### config.mk
export PLATFORM = sky130hd
export DESIGN_NAME = uart_rx_flat
export DESIGN_NICKNAME = d
export VERILOG_FILES = /design/src/rtl/uart_rx_if.sv /design/src/rtl/uart_rx.sv /design/src/flat_wrapper.sv
export SDC_FILE = /design/constraint.sdc
export NUM_CORES = 1
export LEC_CHECK = 0
export CORE_UTILIZATION = 35
export DETAILED_ROUTE_END_ITERATION = 16
export RECOVER_POWER = 100
export SYNTH_ARGS = -nofsm -noshare
export SYNTH_HDL_FRONTEND = slang
export SYNTH_SLANG_ARGS = --single-unit
### constraint.sdc
create_clock -name clk -period 6.84 [get_ports clk]
set_clock_uncertainty 0.15 [all_clocks]
set_input_delay 1.026 -clock clk [delete_from_list [all_inputs] [get_ports clk]]
set_output_delay 1.026 -clock clk [all_outputs]
set_load 0.02 [all_outputs]
### src/rtl/uart_rx_if.sv
// rtl/uart_rx_if.sv - control, serial line and status bundle for uart_rx
`timescale 1ns/1ps
interface uart_rx_if;
  logic       rx_en;
  logic [9:0] Load_Value;
  logic       Rx;
  logic [7:0] data;
  logic       done;
  logic       busy;
  logic       frame_err;

  modport slave (
    input  rx_en, Load_Value, Rx,
    output data, done, busy, frame_err
  );

  modport master (
    output rx_en, Load_Value, Rx,
    input  data, done, busy, frame_err
  );
endinterface

### src/rtl/uart_rx.sv
// rtl/uart_rx.sv - 8N1 UART receiver with input synchronizer and per-frame baud divisor
`timescale 1ns/1ps
module uart_rx #(
  parameter int SYNC_STAGES = 2
) (
  input  logic     clk,
  input  logic     arst,
  input  logic     rst,
  uart_rx_if.slave bus
);

  typedef enum logic [1:0] {IDLE, START, DATA, STOP} state_t;

  state_t                 state_q, state_d;
  logic [SYNC_STAGES-1:0] sync_q, sync_d;
  logic                   rx_d_q, rx_d_d;
  logic [9:0]             cnt_q, cnt_d;
  logic [9:0]             div_q, div_d;
  logic [2:0]             idx_q, idx_d;
  logic [7:0]             shift_q, shift_d;
  logic [7:0]             data_q, data_d;
  logic                   done_q, done_d;
  logic                   ferr_q, ferr_d;

  logic       rx_s;
  logic [9:0] limit;
  logic       at_sample;

  assign rx_s      = sync_q[SYNC_STAGES-1];
  // START samples mid-bit; every later sample is one full period after the previous one
  assign limit     = (state_q == START) ? ((div_q >> 1) - 10'd1) : (div_q - 10'd1);
  assign at_sample = (cnt_q == limit);

  always_comb begin
    state_d = state_q;
    sync_d  = {sync_q[SYNC_STAGES-2:0], bus.Rx};
    rx_d_d  = rx_s;
    cnt_d   = cnt_q;
    div_d   = div_q;
    idx_d   = idx_q;
    shift_d = shift_q;
    data_d  = data_q;
    done_d  = 1'b0;
    ferr_d  = 1'b0;

    if (state_q != IDLE) begin
      cnt_d = at_sample ? 10'd0 : cnt_q + 10'd1;
    end

    case (state_q)
      IDLE: begin
        if (bus.rx_en && rx_d_q && !rx_s) begin
          state_d = START;
          cnt_d   = 10'd0;
          div_d   = (bus.Load_Value < 10'd4) ? 10'd4 : bus.Load_Value;
        end
      end
      START: begin
        if (at_sample) begin
          if (rx_s) begin
            state_d = IDLE;
          end else begin
            state_d = DATA;
            idx_d   = 3'd0;
          end
        end
      end
      DATA: begin
        if (at_sample) begin
          shift_d[idx_q] = rx_s;
          idx_d          = idx_q + 3'd1;
          if (idx_q == 3'd7) begin
            state_d = STOP;
          end
        end
      end
      STOP: begin
        if (at_sample) begin
          state_d = IDLE;
          if (rx_s) begin
            data_d = shift_q;
            done_d = 1'b1;
          end else begin
            ferr_d = 1'b1;
          end
        end
      end
      default: state_d = IDLE;
    endcase

    // Synchronous clear overrides everything computed above
    if (rst) begin
      state_d = IDLE;
      sync_d  = '1;
      rx_d_d  = 1'b1;
      cnt_d   = 10'd0;
      div_d   = 10'd0;
      idx_d   = 3'd0;
      shift_d = 8'h00;
      data_d  = 8'h00;
      done_d  = 1'b0;
      ferr_d  = 1'b0;
    end
  end

  always_ff @(posedge clk or posedge arst) begin
    if (arst) begin
      state_q <= IDLE;
      sync_q  <= '1;
      rx_d_q  <= 1'b1;
      cnt_q   <= 10'd0;
      div_q   <= 10'd0;
      idx_q   <= 3'd0;
      shift_q <= 8'h00;
      data_q  <= 8'h00;
      done_q  <= 1'b0;
      ferr_q  <= 1'b0;
    end else begin
      state_q <= state_d;
      sync_q  <= sync_d;
      rx_d_q  <= rx_d_d;
      cnt_q   <= cnt_d;
      div_q   <= div_d;
      idx_q   <= idx_d;
      shift_q <= shift_d;
      data_q  <= data_d;
      done_q  <= done_d;
      ferr_q  <= ferr_d;
    end
  end

  assign bus.data      = data_q;
  assign bus.done      = done_q;
  assign bus.frame_err = ferr_q;
  assign bus.busy      = (state_q != IDLE);

endmodule

### src/flat_wrapper.sv
// flat-port wrapper written by rule: the top's interface ports become plain ports
module uart_rx_flat 
#(
  parameter int SYNC_STAGES = 2
)
  (clk, arst, rst, bus_rx_en, bus_Load_Value, bus_Rx, bus_data, bus_done, bus_busy, bus_frame_err);
  uart_rx_if bus_i ();
  input  logic clk;
  input  logic arst;
  input  logic rst;
  input wire logic [$bits(bus_i.rx_en)-1:0] bus_rx_en;
  input wire logic [$bits(bus_i.Load_Value)-1:0] bus_Load_Value;
  input wire logic [$bits(bus_i.Rx)-1:0] bus_Rx;
  output wire logic [$bits(bus_i.data)-1:0] bus_data;
  output wire logic [$bits(bus_i.done)-1:0] bus_done;
  output wire logic [$bits(bus_i.busy)-1:0] bus_busy;
  output wire logic [$bits(bus_i.frame_err)-1:0] bus_frame_err;
  assign bus_i.rx_en = bus_rx_en;
  assign bus_i.Load_Value = bus_Load_Value;
  assign bus_i.Rx = bus_Rx;
  assign bus_data = bus_i.data;
  assign bus_done = bus_i.done;
  assign bus_busy = bus_i.busy;
  assign bus_frame_err = bus_i.frame_err;
  uart_rx #(.SYNC_STAGES(SYNC_STAGES)) u_core (.clk(clk), .arst(arst), .rst(rst), .bus(bus_i));
endmodule
==> results of run 1 <==
routing by layer:
layer	routed length (µm)	up-vias	track usage (%)	part of all wire, %
li1	-	1116	-	-
met1	2960	1062	21.3	47
met2	3040	52	25.1	48
met3	245	8	2.90	3.9
met4	75	0	5.08	1.2
met5	0	-	0	0
path summary, 6_finish.rpt:
kind	startpoint	endpoint	slack, ns	cells past startpoint
setup / recovery	u_core.state_q[1]	u_core.cnt_q[4]	2.07	12
hold / removal	u_core.bus.data[3]	u_core.bus.data[3]	0.39	2
setup reg to reg	u_core.state_q[1]	u_core.cnt_q[4]	2.07	12
hold reg to reg	u_core.bus.data[3]	u_core.bus.data[3]	0.39	2
max in group asynchronous	arst	u_core.cnt_q[9]	3.97	2
min in group asynchronous	arst	u_core.idx_q[2]	1.55	2
synthesized netlist by cell type, types with 4 or more instances:
library cell  count  share of area, %
dfrtp_1          43                38
nor2_1           27               3.6
nand2_1          26               3.4
mux2i_1          20               7.1
nand2b_1         20               4.4
a21oi_1          19               3.4
inv_1            11               1.5
nand3_1          11               1.9
nor4_1           11               2.4
xnor2_1          10               3.1
clkbuf_1          9               1.2
xor2_1            7               2.2
nand4_1           6               1.3
nor3_1            6               1.1
o21ai_0           6               1.1
buf_2             4              0.71
ha_1              4               1.8
layout make-up:
type / count / share of cell area [%]
multi-input cells: 230 / 47.7
clock buffers: 6 / 2.57
well taps: 102 / 3.98
clock inverters: 2 / 0.390
flip-flops and latches: 46 / 36.0
repair buffers: 27 / 8.03
inverters: 11 / 1.29
registers in the layout, indices dropped and copies added, names as in the netlist:
name / cells
u_core.sync_q: 2
u_core.state_q: 2
u_core.cnt_q: 10
u_core.rx_d_q: 1
u_core.idx_q: 3
u_core.bus.data: 8
u_core.div_q: 10
u_core.shift_q: 8
u_core.bus.frame_err: 1
u_core.bus.done: 1
worst min-delay path, stage by stage (launching register included):
cell      delay (ns)
dfrtp_1         0.39
nand2b_1        0.07
mux2i_1         0.05
power by group through the flow:
stage	Sequential, mW	Combinational (mW)	Clock [mW]
CTS	0.279	0.0639	0.184
floorplan	0.282	0.0468	0
global placement	0.284	0.0630	0
detailed placement	0.284	0.0637	0
finish	0.279	0.0619	0.177
global route	0.279	0.0686	0.194
kinds of logic after synthesis:
family	after synthesis	share of synthesized area, %
buffers and inverters	28	4.55
XOR/XNOR	17	5.26
AO/OA/AOI/OAI	54	13.1
adder cells (fa/ha/maj)	4	1.77
multiplexers	20	7.07
AND/OR/NAND/NOR	135	27.5
flip-flops	46	40.8
metrics by stage:
stage          hold slack, ns  cells  setup WS (ns)  area [µm²]  total power [mW]
3_3_place_gp            0.377    416           3.16        3140             0.347
6_report                0.394    424           2.07        3210             0.518
3_5_place_dp            0.386    416           2.98        3140             0.348
5_1_grt                 0.418    424           1.67        3210             0.542
2_1_floorplan           0.361    304           3.50        2830             0.329
4_1_cts                 0.402    424           2.96        3230             0.527
==> impl_metrics.env, run 1 <==
export IMPL_postCtsSetupBuffers=0
export IMPL_cts_max_level=2
export IMPL_ys_seq_area_share_pct=40.8
export IMPL_cts_tree="done"
export IMPL_die_height_um=91.9
export IMPL_syn_instance_count=304
export IMPL_cts_resized_gates=0
export IMPL_insertion_delay_ns=0.30
export IMPL_ys_types=63
export IMPL_clock_sinks=46
export IMPL_max_stage_delay_ns=0.64
export IMPL_antennaDiodeCount=0
export IMPL_cpMostUsedCell="nand3_1"
export IMPL_antenna_left=0
export IMPL_wl_per_cell_um=14.9
export IMPL_endpoint_kind="register"
export IMPL_grt_max_degree=47
export IMPL_crit_chain="nor2b_1 -> clkbuf_1 -> mux2i_1 -> ha_1 -> nor4b_1 -> and3_1 -> or4_1 -> nand3_1 -> a211oi_1 -> nand3_1 -> o21ai_2 -> nor2_1"
export IMPL_drc=0
export IMPL_final_setup_viol_count=0
export IMPL_ys_warn_count=0
export IMPL_multi_input_area_um2=1530
export IMPL_worst_slew_pin_transition_ns=1.74
export IMPL_hp_class="reg -> reg"
export IMPL_seqCellArea_um2=1150
export IMPL_avgSynthCellArea_um2=9.31
export IMPL_swShare_pct=26.1
export IMPL_power_internal_uw=383
export IMPL_ctsRootBufferMaster="clkbuf_8"
export IMPL_vias=2238
export IMPL_clkTransAtPathRegs_ns=0.09
export IMPL_worstPathRequired_ns=6.86
export IMPL_nFillCells=800
export IMPL_crit_buf_inv=1
export IMPL_clockBufferDepth=2
export IMPL_gr_total_overflow=0
export IMPL_crit_family="simple AND/OR/NAND/NOR gates"
export IMPL_synth_top_flop_cell="dfrtp_1"
export IMPL_syn2layout_area_growth_pct=13.4
export IMPL_io_buffers=25
export IMPL_gp_congestion=0.838
export IMPL_drt_iter0_drc=99
export IMPL_gr_usage_all_layers_pct=15.6
export IMPL_die_w_um=91.9
export IMPL_hold_viol=0
export IMPL_ir_drop_uv=81.0
export IMPL_critPathLaunchType="register"
export IMPL_slew_viol_final=47
export IMPL_pwr_share_seq_pct=53.9
export IMPL_maxCapViolCount=1
export IMPL_arrival_ns=4.79
export IMPL_final_util_pct=41.3
export IMPL_initial_core_util_pct=36.4
export IMPL_power_density_nw_per_um2=161
export IMPL_ios=26
export IMPL_antenna_found_initial=0
export IMPL_cts_hold_buffers=0
export IMPL_layout_drive_gt1_share_pct=8.07
export IMPL_finalCriticalPeriod_ns=4.77
export IMPL_worstSetupPathType="reg -> reg"
export IMPL_syn_num_nets=323
export IMPL_switching_power_uw=135
export IMPL_first_global_vias=2151
export IMPL_timing_final_crit_share_pct=69.7
export IMPL_synthArstFlopShare_pct=100
export IMPL_fin_tns_setup_ns=0
export IMPL_power_leakage_nw=1.30
export IMPL_crit_fanout=18
export IMPL_synth_edf_count=0
export IMPL_violations="capacitance limit, slew limit"
export IMPL_wl_um=6320
export IMPL_clock_power_share_pct=34.2
export IMPL_num_nets_final=340
export IMPL_rows=32
export IMPL_dr_pass1_iters=4
export IMPL_final_cell_mix="43 x dfrtp_1, 27 x nor2_1, 26 x nand2_1"
export IMPL_combPwrFrac_pct=12.0
export IMPL_cp_slowest_cell="clkbuf_1"
export IMPL_relSlewSlack_pct=-16.1
export IMPL_rsz0062_at_grt="false"
export IMPL_grt_pass1_wl_um=10600
export IMPL_via_per_inst=5.28
export IMPL_core_um2=7770
export IMPL_hpwl_um=4570
export IMPL_status="finished, violations left"
export IMPL_max_freq_ghz=0.210
export IMPL_die_area_um2=8450
export IMPL_synthesis_area_um2=2830
export IMPL_synth_seq_cells=46
export IMPL_final_common_cell="dfrtp_1"
export IMPL_numCtsBuffers=5
Power figures use the tool's default switching activity.
==> inputs of run 2 (changes only) <==
==> constraint.sdc (replaced) <==
create_clock -name clk -period 4 [get_ports clk]
set_clock_uncertainty 0.15 [all_clocks]
set_input_delay 0.6 -clock clk [delete_from_list [all_inputs] [get_ports clk]]
set_output_delay 0.6 -clock clk [all_outputs]
set_load 0.02 [all_outputs]
==> impl_metrics.env, run 2 (same netlist as run 1, synthesis figures left out) <==
export IMPL_die_area_um2=8450
export IMPL_core_um2=7770
export IMPL_antenna_left=0
export IMPL_syn2layout_area_growth_pct=14.1
export IMPL_hpwl_um=4480
export IMPL_antenna_found_initial=0
export IMPL_dr_pass1_iters=4
export IMPL_worst_slew_pin_transition_ns=1.76
export IMPL_pwr_share_seq_pct=54.4
export IMPL_fin_tns_setup_ns=0
export IMPL_final_setup_viol_count=0
export IMPL_gr_total_overflow=0
export IMPL_slew_viol_final=47
export IMPL_final_common_cell="dfrtp_1"
export IMPL_power_density_nw_per_um2=271
export IMPL_rsz0062_at_grt="false"
export IMPL_die_w_um=91.9
export IMPL_initial_core_util_pct=36.4
export IMPL_clock_power_share_pct=33.0
export IMPL_max_freq_ghz=0.274
export IMPL_violations="capacitance limit, slew limit"
export IMPL_hold_viol=0
export IMPL_cts_tree="done"
export IMPL_ios=26
export IMPL_antennaDiodeCount=0
export IMPL_clock_sinks=46
export IMPL_clockBufferDepth=2
export IMPL_wl_um=6360
export IMPL_drc=0
export IMPL_wl_per_cell_um=15.0
export IMPL_critPathLaunchType="register"
export IMPL_multi_input_area_um2=1550
export IMPL_rows=32
export IMPL_maxCapViolCount=1
export IMPL_instances_no_fill=425
export IMPL_seqCellArea_um2=1150
export IMPL_placed_cells=417
export IMPL_vias=2294
export IMPL_cp_endpoint="u_core.shift_q[1]"
export IMPL_die_height_um=91.9
export IMPL_layout_drive_gt1_share_pct=9.60
export IMPL_reg2reg_depth=11
export IMPL_ctsRootBufferMaster="clkbuf_8"
export IMPL_place_area_um2=3140
export IMPL_final_cell_mix="43 x dfrtp_1, 27 x nor2_1, 26 x nand2_1"
export IMPL_largestRegisters="u_core.cnt_q (10), u_core.div_q (10)"
export IMPL_io_buffers=25
export IMPL_timing_final_crit_share_pct=91.1
export IMPL_drt_iter0_drc=110
export IMPL_r2r_slack_ns=0.36
export IMPL_endpoint_kind="register"
export IMPL_numCtsBuffers=5
export IMPL_switching_power_uw=236
export IMPL_status="finished, violations left"
export IMPL_gr_usage_all_layers_pct=16.3
export IMPL_reg2reg_to="u_core.shift_q[1]"
export IMPL_crit_fanout=9
export IMPL_swShare_pct=26.9
export IMPL_dp_slack_ns=0.299
export IMPL_relSlewSlack_pct=-17.3
export IMPL_worstSetupPathType="reg -> reg"
export IMPL_rr_startpoint="u_core.state_q[1]"
export IMPL_power_leakage_nw=1.31
export IMPL_grt_pass1_wl_um=11000
export IMPL_via_per_inst=5.40
export IMPL_power_internal_uw=640
export IMPL_hp_class="reg -> reg"
export IMPL_insertion_delay_ns=0.31
export IMPL_cts_hold_buffers=0
export IMPL_clkTransAtPathRegs_ns=0.09
export IMPL_grt_max_degree=47
export IMPL_ir_drop_uv=187
export IMPL_arrival_ns=3.67
export IMPL_fin_ws_ns=0.357
export IMPL_cts_max_level=2
export IMPL_finish_instance_area_um2=3230
export IMPL_finalCriticalPeriod_ns=3.64
export IMPL_first_global_vias=2272
export IMPL_combPwrFrac_pct=12.5
export IMPL_cp_startpoint="u_core.state_q[1]"
export IMPL_gp_congestion=0.855
export IMPL_nFillCells=788
export IMPL_num_nets_final=341
export IMPL_worstPathRequired_ns=4.03
==> run 2: changes by cell type in the layout (fill, tap and decap cells not counted), sizes merged <==
cell      delta
buf          +3
clkinvlp     -1
clkbuf       -2
clkinv       +1
==> run 2: routing by layer <==
layer  part of all wire, %  wire [µm]  track usage [%]
met5                     0          0                0
met4                   1.3         82             5.47
met3                   4.4        278             2.99
met2                    47       2960             26.4
met1                    48       3040             21.8
==> run 2: final cells by class <==
cell class | instances | area share (%)
Clock buffer | 6 | 2.25
Clock inverter | 2 | 0.426
Inverter | 11 | 1.28
Multi-Input combinational cell | 230 | 47.9
Sequential cell | 46 | 35.7
Tap cell | 102 | 3.95
Timing Repair Buffer | 28 | 8.44
==> run 2: power groups by stage <==
stage	combinational, mW	sequential (mW)	clock (mW)
after detailed placement	0.111	0.486	0
after global routing	0.123	0.478	0.314
after CTS	0.111	0.477	0.298
after global placement	0.109	0.486	0
after floorplan	0.0801	0.482	0
final	0.110	0.477	0.290
==> run 2: worst max-delay path, stage by stage (launching register included) <==
cell and delay (ns):
dfrtp_1 0.47, nor2b_1 0.23, mux2i_1 0.31, ha_1 0.38, nor4b_2 0.38, and3_1 0.20
or4_1 0.10, nand3_1 0.09, a211oi_2 0.38, nand2_4 0.15, or4_1 0.55, mux2i_1 0.13
==> run 2: timing repair <==
item | in CTS | in global routing
endpoints found under the setup margin | 0 | 11
gates resized for setup | 0 | 2
buffers inserted | 0 | 0
==> run 2: worst min-delay path by stage <==
stage                        from                  to  cells past startpoint
2_1_floorplan   u_core.shift_q[2]   u_core.shift_q[2]                      2
5_1_grt        u_core.bus.data[0]  u_core.bus.data[0]                      2
3_5_place_dp   u_core.bus.data[6]  u_core.bus.data[6]                      2
3_3_place_gp   u_core.bus.data[3]  u_core.bus.data[3]                      2
4_1_cts        u_core.bus.data[7]  u_core.bus.data[7]                      2
6_report       u_core.bus.data[7]  u_core.bus.data[7]                      2
==> run 2: per-stage QoR <==
step | hold WS (ns) | power [mW] | utilization [%]
global route | 0.416 | 0.915 | 41.6
detailed placement | 0.382 | 0.596 | 40.5
floorplan | 0.361 | 0.562 | -
global placement | 0.377 | 0.595 | 40.5
CTS | 0.401 | 0.885 | 41.6
finish | 0.392 | 0.876 | 41.6
